File: src/rtl/otter_cu_fsm_if.sv
// Bundle between the OTTER instruction register / interrupt logic and the control unit:
// instruction fields and intr toward the CU, per-cycle datapath enables back out.
interface otter_cu_fsm_if;
  logic [6:0] opcode;
  logic [2:0] func3;
  logic       intr;

  logic       pc_write;
  logic       reg_write;
  logic       mem_we2;
  logic       mem_rden1;
  logic       mem_rden2;
  logic       rst_out;
  logic       csr_we;
  logic       int_taken;
  logic       mret_exec;
  logic [2:0] state_dbg;

  // The IR/interrupt side drives instruction fields and intr, then observes the enables.
  modport master (
    output opcode, func3, intr,
    input  pc_write, reg_write, mem_we2, mem_rden1, mem_rden2,
    input  rst_out, csr_we, int_taken, mret_exec, state_dbg
  );

  modport slave (
    input  opcode, func3, intr,
    output pc_write, reg_write, mem_we2, mem_rden1, mem_rden2,
    output rst_out, csr_we, int_taken, mret_exec, state_dbg
  );
endinterface

File: src/rtl/otter_cu_fsm.sv
// Multicycle OTTER control unit: INIT/FETCH/EXEC/WB/INTR sequencer that turns the
// current opcode/func3 (and intr) into the datapath write/read enables for each cycle.
module otter_cu_fsm #(
  parameter bit INTR_EN = 1'b1
) (
  input  logic           clk,
  input  logic           reset,
  otter_cu_fsm_if.slave  bus
);

  typedef enum logic [2:0] {
    ST_INIT  = 3'd0,
    ST_FETCH = 3'd1,
    ST_EXEC  = 3'd2,
    ST_WB    = 3'd3,
    ST_INTR  = 3'd4
  } state_t;

  localparam logic [6:0] OPC_LOAD   = 7'b0000011;
  localparam logic [6:0] OPC_STORE  = 7'b0100011;
  localparam logic [6:0] OPC_BRANCH = 7'b1100011;
  localparam logic [6:0] OPC_OP     = 7'b0110011;
  localparam logic [6:0] OPC_OP_IMM = 7'b0010011;
  localparam logic [6:0] OPC_LUI    = 7'b0110111;
  localparam logic [6:0] OPC_AUIPC  = 7'b0010111;
  localparam logic [6:0] OPC_JAL    = 7'b1101111;
  localparam logic [6:0] OPC_JALR   = 7'b1100111;
  localparam logic [6:0] OPC_SYSTEM = 7'b1110011;

  localparam logic [2:0] F3_MRET  = 3'b000;
  localparam logic [2:0] F3_CSRRW = 3'b001;
  localparam logic [2:0] F3_CSRRS = 3'b010;
  localparam logic [2:0] F3_CSRRC = 3'b011;

  state_t state_q;
  state_t state_d;
  logic   intr_req;

  // intr only counts at the last state of an instruction; INTR itself never re-samples it.
  assign intr_req = INTR_EN && bus.intr;

  always_ff @(posedge clk) begin
    if (reset) begin
      state_q <= ST_INIT;
    end else begin
      state_q <= state_d;
    end
  end

  always_comb begin
    state_d       = ST_INIT;
    bus.pc_write  = 1'b0;
    bus.reg_write = 1'b0;
    bus.mem_we2   = 1'b0;
    bus.mem_rden1 = 1'b0;
    bus.mem_rden2 = 1'b0;
    bus.rst_out   = 1'b0;
    bus.csr_we    = 1'b0;
    bus.int_taken = 1'b0;
    bus.mret_exec = 1'b0;

    case (state_q)
      ST_INIT: begin
        bus.rst_out = 1'b1;
        state_d     = ST_FETCH;
      end

      ST_FETCH: begin
        bus.mem_rden1 = 1'b1;
        state_d       = ST_EXEC;
      end

      ST_EXEC: begin
        state_d = intr_req ? ST_INTR : ST_FETCH;
        case (bus.opcode)
          OPC_LOAD: begin
            // Loads finish in WB, so the PC must not move yet and intr waits too.
            bus.mem_rden2 = 1'b1;
            state_d       = ST_WB;
          end
          OPC_STORE: begin
            bus.mem_we2  = 1'b1;
            bus.pc_write = 1'b1;
          end
          OPC_BRANCH: begin
            bus.pc_write = 1'b1;
          end
          OPC_OP, OPC_OP_IMM, OPC_LUI, OPC_AUIPC, OPC_JAL, OPC_JALR: begin
            bus.pc_write  = 1'b1;
            bus.reg_write = 1'b1;
          end
          OPC_SYSTEM: begin
            bus.pc_write = 1'b1;
            case (bus.func3)
              F3_MRET: begin
                bus.mret_exec = 1'b1;
              end
              F3_CSRRW, F3_CSRRS, F3_CSRRC: begin
                bus.reg_write = 1'b1;
                bus.csr_we    = 1'b1;
              end
              default: begin
              end
            endcase
          end
          default: begin
            // Illegal opcodes retire as a NOP so the PC still advances.
            bus.pc_write = 1'b1;
          end
        endcase
      end

      ST_WB: begin
        bus.reg_write = 1'b1;
        bus.pc_write  = 1'b1;
        state_d       = intr_req ? ST_INTR : ST_FETCH;
      end

      ST_INTR: begin
        bus.int_taken = 1'b1;
        bus.pc_write  = 1'b1;
        state_d       = ST_FETCH;
      end

      default: begin
        state_d = ST_INIT;
      end
    endcase
  end

  assign bus.state_dbg = state_q;

endmodule

File: src/flat_wrapper.sv
// flat-port wrapper written by rule: the top's interface ports become plain ports
module otter_cu_fsm_flat 
#(
  parameter bit INTR_EN = 1'b1
)
  (clk, reset, bus_opcode, bus_func3, bus_intr, bus_pc_write, bus_reg_write, bus_mem_we2, bus_mem_rden1, bus_mem_rden2, bus_rst_out, bus_csr_we, bus_int_taken, bus_mret_exec, bus_state_dbg);
  otter_cu_fsm_if bus_i ();
  input  logic clk;
  input  logic reset;
  input wire logic [$bits(bus_i.opcode)-1:0] bus_opcode;
  input wire logic [$bits(bus_i.func3)-1:0] bus_func3;
  input wire logic [$bits(bus_i.intr)-1:0] bus_intr;
  output wire logic [$bits(bus_i.pc_write)-1:0] bus_pc_write;
  output wire logic [$bits(bus_i.reg_write)-1:0] bus_reg_write;
  output wire logic [$bits(bus_i.mem_we2)-1:0] bus_mem_we2;
  output wire logic [$bits(bus_i.mem_rden1)-1:0] bus_mem_rden1;
  output wire logic [$bits(bus_i.mem_rden2)-1:0] bus_mem_rden2;
  output wire logic [$bits(bus_i.rst_out)-1:0] bus_rst_out;
  output wire logic [$bits(bus_i.csr_we)-1:0] bus_csr_we;
  output wire logic [$bits(bus_i.int_taken)-1:0] bus_int_taken;
  output wire logic [$bits(bus_i.mret_exec)-1:0] bus_mret_exec;
  output wire logic [$bits(bus_i.state_dbg)-1:0] bus_state_dbg;
  assign bus_i.opcode = bus_opcode;
  assign bus_i.func3 = bus_func3;
  assign bus_i.intr = bus_intr;
  assign bus_pc_write = bus_i.pc_write;
  assign bus_reg_write = bus_i.reg_write;
  assign bus_mem_we2 = bus_i.mem_we2;
  assign bus_mem_rden1 = bus_i.mem_rden1;
  assign bus_mem_rden2 = bus_i.mem_rden2;
  assign bus_rst_out = bus_i.rst_out;
  assign bus_csr_we = bus_i.csr_we;
  assign bus_int_taken = bus_i.int_taken;
  assign bus_mret_exec = bus_i.mret_exec;
  assign bus_state_dbg = bus_i.state_dbg;
  otter_cu_fsm #(.INTR_EN(INTR_EN)) u_core (.clk(clk), .reset(reset), .bus(bus_i));
endmodule
File: config.mk
export PLATFORM = sky130hd
export DESIGN_NAME = otter_cu_fsm_flat
export DESIGN_NICKNAME = d
export VERILOG_FILES = /design/src/rtl/otter_cu_fsm_if.sv /design/src/rtl/otter_cu_fsm.sv /design/src/flat_wrapper.sv
export SDC_FILE = /design/constraint.sdc
export NUM_CORES = 1
export LEC_CHECK = 0
export ABC_AREA = 1
export BUFFER_PORTS_ARGS = -buffer_cell sky130_fd_sc_hd__clkbuf_2
export CAP_MARGIN = 0
export CORE_AREA = 2 2 40 42
export CTS_BUF_LIST = sky130_fd_sc_hd__clkbuf_4
export DETAILED_ROUTE_END_ITERATION = 16
export DIE_AREA = 0 0 42 44
export PLACE_DENSITY = 0.52
export SLEW_MARGIN = 5
export SYNTH_ARGS = -nofsm -noshare
export SYNTH_HDL_FRONTEND = slang
export SYNTH_SLANG_ARGS = --single-unit
File: constraint.sdc
create_clock -name clk -period 1 [get_ports clk]
set_input_delay 0.05 -clock clk [delete_from_list [all_inputs] [get_ports clk]]
set_output_delay 0.05 -clock clk [all_outputs]
set_load 0.02 [all_outputs]
==> impl_metrics.py <==
metrics = {
    "outcome": {
        "status": "complete, but fails checks",
        "violations": "negative setup slack",
    },
    "power": {
        "p_comb_share_pct": 40.1,
        "p_sw_share_pct": 35.6,
        "p_int_uw": 422,
        "p_per_area_mw_per_mm2": 914,
        "max-vdd-ir-drop_mv": 0.708,
        "p_leak_uw": 0.000372,
        "power.switching_uw": 234,
        "clkPwrFrac_pct": 37.2,
        "seqPwrFrac_pct": 22.7,
    },
    "global_route": {
        "track_usage_pct": 12.3,
        "grt_overflow": 0,
        "grt_first_pass_wirelength_mm": 1.71,
        "grt_pass1_vias": 430,
        "grt_max_degree": 7,
        "antenna_found_initial": 0,
    },
    "cts": {
        "cts.clk_slew.worst_paths_ns": 0.03,
        "clockBufferDepth": 2,
        "clk_latency_ns": 0.24,
        "cts_sinks": 3,
        "cts_tree": "built",
        "cts_made_buffers": 3,
        "cts_htree_levels": 1,
        "cts-root-buf": "clkbuf_4",
    },
    "setup_path": {
        "path_delay_family": "flip-flops",
        "worstPathArrival_ns": 1.14,
        "critical_path_class": "flip-flop to output pin",
        "max_stage_delay_ns": 0.31,
        "crit_fanout": 3,
        "cp_common_cell": "inv_2",
        "cp_num_buf_inv": 3,
        "crit_required_ns": 0.95,
        "endpoint_kind": "output pin",
        "cp_slowest_cell": "dfxtp_2",
        "rrSetupSlack_ns": 0.02,
        "path_cells": "inv_2 -> nand2_4 -> nor2_4 -> inv_2 -> nor3_4 -> clkbuf_8",
        "ff2ff_path_depth": 6,
        "rr_endpoint": "u_core.bus.state_dbg[1]",
        "critPathLaunchType": "flip-flop",
        "r2r-start": "u_core.bus.state_dbg[2]",
    },
    "route": {
        "wl_per_cell_um": 9.19,
        "drtIter0Drc": 3,
        "drc_errors": 0,
        "vias": 437,
        "drt_pass1_iterations": 4,
        "via_per_inst": 4.16,
        "ant_nets": 0,
        "wl_um": 965,
    },
    "layout": {
        "n_antenna_cell": 0,
        "fin_nets": 103,
        "fillers": 142,
        "largest_reg_flops": 3,
        "area_growth_syn_to_layout_pct": 110,
        "final_common_cell": "clkbuf_2",
        "drive_gt1_share_pct": 69.7,
        "final_cells": 105,
        "fin_area_um2": 718,
        "final_cell_mix": "clkbuf_2 (15), nand2_1 (8), inv_2 (7), inv_1 (6)",
    },
    "floorplanning": {
        "fp.coreArea_mm2": 0.00142,
        "die_w_um": 42,
        "row_count": 14,
        "ioPinCount": 25,
        "design.die.area_mm2": 0.00185,
        "die_h_um": 44,
        "start_util_pct": 24.1,
    },
    "synthesis": {
        "synth_area_um2": 342,
        "syn-mean-instance-area_um2": 6.10,
        "ys_types": 15,
        "synthCells": 56,
        "synth_seq_area_share_pct": 17.6,
        "ys_seq_elements": 3,
        "ys.warnings.count": 0,
        "syn_nets": 69,
    },
    "timing": {
        "tightest_slew_ns": 0.292,
        "whs_ns": 0.0613,
        "maxSlewViolCount": 0,
        "grt_setup_unrepaired": "yes",
        "setup_ws_ns": -0.194,
        "setup_viol": 9,
        "hold_violations": 0,
        "fin_crit_ns": 1.19,
        "fmax_mhz": 838,
        "slew_headroom_pct": 80.4,
        "fin_crit_sh_pct": 119,
        "finClkSkew_ns": 0.00400,
    },
    "worst_hold_path": {
        "min_to": "u_core.bus.state_dbg[2]",
        "hold_path.class": "primary input to flip-flop",
        "hold_depth": 3,
        "hold_start": "bus_intr",
    },
    "placed_design": {
        "io_buffers": 24,
        "hpwl_um": 724,
        "place_congestion": 0.761,
        "dp.cells": 98,
        "placed_cell_area_um2": 515,
    },
    "flow_run": {
        "max_cap_viol_count": 0,
    },
}
## worst reg2reg max path: stages (launching register included)
cell and delay [ns]:
dfxtp_2 0.31, inv_2 0.07, buf_4 0.11, buf_6 0.11, nand3_4 0.07, buf_6 0.13, a21oi_2 0.12
## worst max path at each step
stage / to / startpoint / cells past startpoint
floorplan: bus_mem_we2 / u_core.bus.state_dbg[2] / 5
global placement: bus_mem_we2 / u_core.bus.state_dbg[2] / 6
detailed placement: bus_mem_we2 / u_core.bus.state_dbg[2] / 6
CTS: bus_mret_exec / u_core.bus.state_dbg[2] / 6
global route: bus_mem_we2 / u_core.bus.state_dbg[2] / 6
finish: bus_mem_we2 / u_core.bus.state_dbg[2] / 6
## power groups by stage
stage | Clock (uW) | Sequential, uW | Combinational (uW)
after floorplan | 0 | 155 | 108
after global placement | 0 | 146 | 190
after detailed placement | 0 | 146 | 189
after CTS | 255 | 148 | 229
after global routing | 270 | 151 | 287
final | 245 | 149 | 263
## layout make-up
cell class	instances	area [um2]	area share, %
Clock buffer	4	30.0	4.18
Inverter	13	48.8	6.79
Multi-Input combinational cell	40	313	43.6
Sequential cell	3	66.3	9.23
Tap cell	16	20.0	2.79
Timing Repair Buffer	29	240	33.4
## kinds of logic (layout without fill, tap and decap cells)
group                  Yosys count  after routing  synth area share [%]
buffers and inverters           13             46                  14.3
AOI/OAI and AO/OA                4              4                  5.86
DFF                              3              3                  17.6
and+or+nand+nor                 36             36                  62.3
## Yosys cell counts (all sizes together)
cell type,n,share of area [%]
nand4,1,3.7
o21ai,2,2.9
nand2,13,16
nand3b,1,2.2
dfxtp,3,18
nor2,12,22
inv,13,14
a21oi,2,2.9
nor3,1,2.9
nand3,8,15
## metrics by stage
step	TNS (ns)	setup WS, ns	util [%]	total power [uW]
floorplan	-0.0283	-0.0283	-	262
global placement	0	0.0132	36.3	336
detailed placement	0	0.000243	36.3	335
CTS	-1.31	-0.235	46.6	631
global route	-2.00	-0.275	50.6	709
finish	-1.32	-0.194	50.6	656
## layer usage
layer / up-vias / GRT usage, % / part of all wire, %
met5: - / 0 / 0
met3: 2 / 5.00 / 4.9
li1: 238 / - / -
met1: 184 / 12.8 / 42
met4: 0 / 3.87 / 0.93
met2: 13 / 22.5 / 52
## timing repair
action	4_1_cts	5_1_grt
setup endpoints to repair	9	9
endpoints found under the hold margin	3	0
gates resized for setup	26	14
hold buffers	1	0
setup buffers	1	2
pin swaps	7	4
(Power assumes the default switching activity.)
